[config.mk]
export PLATFORM = sky130hd
export DESIGN_NAME = neuron_mac
export DESIGN_NICKNAME = d
export VERILOG_FILES = /design/src/rtl/neuron_mac.sv
export SDC_FILE = /design/constraint.sdc
export NUM_CORES = 1
export LEC_CHECK = 0
export ABC_AREA = 1
export CORE_MARGIN = 4
export CORE_UTILIZATION = 24
export DETAILED_ROUTE_END_ITERATION = 12
export GPL_TIMING_DRIVEN = 0
export SYNTH_ARGS = -nofsm -noshare
export SYNTH_HDL_FRONTEND = slang
export SYNTH_SLANG_ARGS = --single-unit
[constraint.sdc]
create_clock -name clk -period 7.1 [get_ports clk]
set_input_delay 0.71 -clock clk [delete_from_list [all_inputs] [get_ports clk]]
set_output_delay 0.71 -clock clk [all_outputs]
set_load 0.005 [all_outputs]
[src/rtl/neuron_mac.sv]
// Single-neuron multiply-accumulate: issues weight reads per activation beat,
// accumulates saturated products and emits bias-added sum after each vector.
module neuron_mac #(
   parameter int unsigned numWeight    = 3,
   parameter int unsigned addressWidth = 10,
   parameter int unsigned dataWidth    = 16
) (
   input  logic                            clk,
   input  logic                            rst,
   input  logic signed [dataWidth-1:0]     myinput,
   input  logic                            myinputValid,
   output logic                            w_ren,
   output logic        [addressWidth-1:0]  w_radd,
   input  logic signed [dataWidth-1:0]     w_data,
   input  logic signed [2*dataWidth-1:0]   bias,
   output logic signed [2*dataWidth-1:0]   out,
   output logic                            outvalid
);

   localparam int unsigned SW = 2 * dataWidth;
   localparam logic [addressWidth-1:0] LAST_ADDR = addressWidth'(numWeight - 1);

   logic signed [dataWidth-1:0] input_reg;
   logic signed [SW-1:0]        mul;
   logic signed [SW-1:0]        sum;
   logic                        v1, l1, v2, l2, v3;

   // Two's complement add clamped to the signed range on overflow.
   function automatic logic signed [SW-1:0] sat_add(input logic signed [SW-1:0] a,
                                                    input logic signed [SW-1:0] b);
      logic signed [SW-1:0] s;
      s = a + b;
      if (!a[SW-1] && !b[SW-1] && s[SW-1])
         return {1'b0, {(SW-1){1'b1}}};
      else if (a[SW-1] && b[SW-1] && !s[SW-1])
         return {1'b1, {(SW-1){1'b0}}};
      return s;
   endfunction

   assign w_ren = myinputValid;

   // Weight address counter, advances only on sampled beats.
   always_ff @(posedge clk or posedge rst) begin
      if (rst)
         w_radd <= '0;
      else if (myinputValid)
         w_radd <= (w_radd == LAST_ADDR) ? '0 : w_radd + addressWidth'(1);
   end

   // Stage 0/1: capture activation, then multiply with the returned weight.
   always_ff @(posedge clk or posedge rst) begin
      if (rst) begin
         input_reg <= '0;
         v1        <= 1'b0;
         l1        <= 1'b0;
         mul       <= '0;
         v2        <= 1'b0;
         l2        <= 1'b0;
      end else begin
         if (myinputValid)
            input_reg <= myinput;
         v1  <= myinputValid;
         l1  <= myinputValid && (w_radd == LAST_ADDR);
         mul <= SW'(input_reg) * SW'(w_data);
         v2  <= v1;
         l2  <= l1;
      end
   end

   // Stage 2/3: accumulate; on vector end emit result and restart the sum,
   // loading the next vector's first product if it lands in the same cycle.
   always_ff @(posedge clk or posedge rst) begin
      if (rst) begin
         sum      <= '0;
         v3       <= 1'b0;
         out      <= '0;
         outvalid <= 1'b0;
      end else begin
         v3       <= v2 && l2;
         outvalid <= v3;
         if (v3) begin
            out <= sat_add(sum, bias);
            sum <= v2 ? mul : '0;
         end else if (v2) begin
            sum <= sat_add(sum, mul);
         end
      end
   end

endmodule

==> metrics.cfg <==
[worst_setup_path]
critPathCaptureType = flop
critPathMaxFanout = 10
critPathRequiredTime_ns = 7.46
cp-start-kind = flop
cp.arrival_ns = 7.13
crit_type = reg2reg

[floorplan]
die_h_um = 295
core_area_mm2 = 0.0820
initial_utilization_pct = 24.2
die-area_mm2 = 0.0872
rows = 105
die_width_um = 295
io_pins = 111

[timing]
rsz0062_at_grt = false
final_max_slew_viol_count = 0
finClkSkew_ns = 0.0165
finalHoldViolations = 0
worst_pin_slew_ns = 0.951
period_needed_ns = 6.78
fmax_mhz = 148
period_share_pct = 95.5
fin_tns_setup_ns = 0
setup_viol = 0
slew_headroom_pct = 36.6

[clocking]
cts_buffers = 17
clkLatencyLatePin_ns = 0.48
cts_buffer_depth = 2
cts_setup_buffers = 0
htreeDepth = 4
clock_sinks = 128
cts-root-buf = clkbuf_16
cts_tree = done
clk_pin_slew_ns = 0.08

[routing]
dr.first_iter.drc_count = 1103
ant_nets = 0
vias_per_cell = 4.32
vias = 17000
avgRoutedWirePerCell_um = 15.0
wirelength_um = 58900
drt_pass1_iterations = 5
remaining_drc_errors = 0

[logic_synthesis]
syn_area_mm2 = 0.0198
syn-num-nets = 3217
syn_inst = 2736
avgSynthCellArea_um2 = 7.24
yosys_warnings = 0
ys_types = 40
ys_seq_area_share_pct = 16.2
synth-seq-cells = 128

[grt]
overflow = 0
antenna_found_initial = 0
grt_pass1_wl_um = 94500
grt_pass1_vias = 17200
grt.total_usage_pct = 13.9
grt_max_degree = 71

[run]
max-cap-violations = 0

[final_layout]
nets = 3332
final_cell_mix = nand2_1 (831), inv_1 (587), fa_1 (264)
nFillCells = 9110
diodes = 0
top_regs = mul (32), out (32), sum (32)
syn2layout_area_growth_pct = 14.7
final_common_cell = nand2_1
drive_above_1_share_pct = 3.35

[placed_design]
dpl.hpwl_um = 49800
place_congestion = 0.918
io_buffers = 95

[outcome]
status = finished, final reports clean

[min_path]
hold_class = reg2reg

==> synthesized netlist by cell type, drive strengths merged <==
cell type	instances	area [um^2]
buf	19	145
nor3b	1	7.51
and2	1	6.26
nor2	221	845
and3	5	31.3
or2	2	12.5
nand4	18	113
o21bai	15	113
xnor2	18	158
nand3	113	636
inv	592	2220
nor4	2	12.5
o211a	1	10.0
fa	264	5290
o211ai	2	15.0
a31oi	2	12.5
nor3	16	80.1
a21boi	6	45.0
nand2	840	3180
ha	150	1880
xor2	58	508
a211oi	2	15.0
nand3b	2	15.0
o21a	2	15.0
dfrtp	128	3200
clkbuf	77	289
o21ai	51	255
a21oi	120	649
a21o	8	60.1
==> layer usage <==
layer  up-vias  global-route usage (%)  share of wire (%)
li1       8381                       -                  -
met1      8050                    19.1                 47
met2       482                    22.5                 45
met3        79                    2.40                5.6
met4         0                    3.78                2.2
met5         -                       0                  0
==> worst paths after layout <==
kind / slack [ns] / end / startpoint / depth (start not counted)
setup / recovery: 0.32 / mul[26] / input_reg[2] / 22
hold / removal: 0.35 / l2 / l1 / 0
setup reg to reg: 0.32 / mul[26] / input_reg[2] / 22
hold reg to reg: 0.35 / l2 / l1 / 0
max in group asynchronous: 5.62 / out[25] / rst / 3
min in group asynchronous: 0.73 / w_radd[5] / rst / 2
==> through the flow <==
stage               hold WS (ns)  setup slack (ns)  area (um^2)  instances  utilization (%)
finish                     0.349             0.322        22700       3934             27.7
floorplan                  0.331              1.24        19800       2736                -
detailed placement         0.335             0.103        22100       3902             27.0
global route               0.359            0.0629        22700       3934             27.7
CTS                        0.350             0.362        22700       3934             27.7
global placement           0.336             0.149        22100       3901             27.0
==> cell families (layout without fill, tap and decap cells) <==
family	count (synthesis)	after routing	synth area share, %
AND/OR/NAND/NOR	1221	1221	24.9
buffers and inverters	688	816	13.4
adder cells (fa/ha/maj)	414	414	36.2
AO/OA/AOI/OAI	209	209	6.01
flip-flops	128	128	16.2
XOR/XNOR	76	76	3.36
==> repair_timing <==
action,CTS,global route
hold buffers,0,0
endpoints found under the setup margin,0,1
gates resized for setup,0,2
endpoints found under the hold margin,0,0
==> area by class of cell <==
class                      count  area (um^2)  share of cell area [%]
clock buffer                  17          425                    1.87
inverter                     592         2230                    9.80
multi-input combinational   1920        14000                    61.4
timing repair buffer          96          978                    4.31
buffer                        96          435                    1.92
sequential                   128         3200                    14.1
clock inverter                15          160                   0.705
tap                         1070         1340                    5.89
==> critical path, cell delays in order (launching register included) <==
cell and delay (ns):
dfrtp_1 0.32, clkbuf_1 0.50, clkbuf_1 0.75, nand2_1 0.20
fa_1 0.55, fa_1 0.49, inv_1 0.05, fa_1 0.52
fa_1 0.47, fa_1 0.50, inv_1 0.05, fa_1 0.47
inv_1 0.04, ha_1 0.34, a21oi_1 0.25, o21ai_0 0.14
a21oi_1 0.29, nand3_1 0.22, a21o_1 0.23, nand2_1 0.08
nand2_1 0.05, nand2_1 0.05, nand2_1 0.06
Power is left out: the tool's default activity adds up to more than one toggle a clock period on the data nets, which glitch-free logic cannot reach.
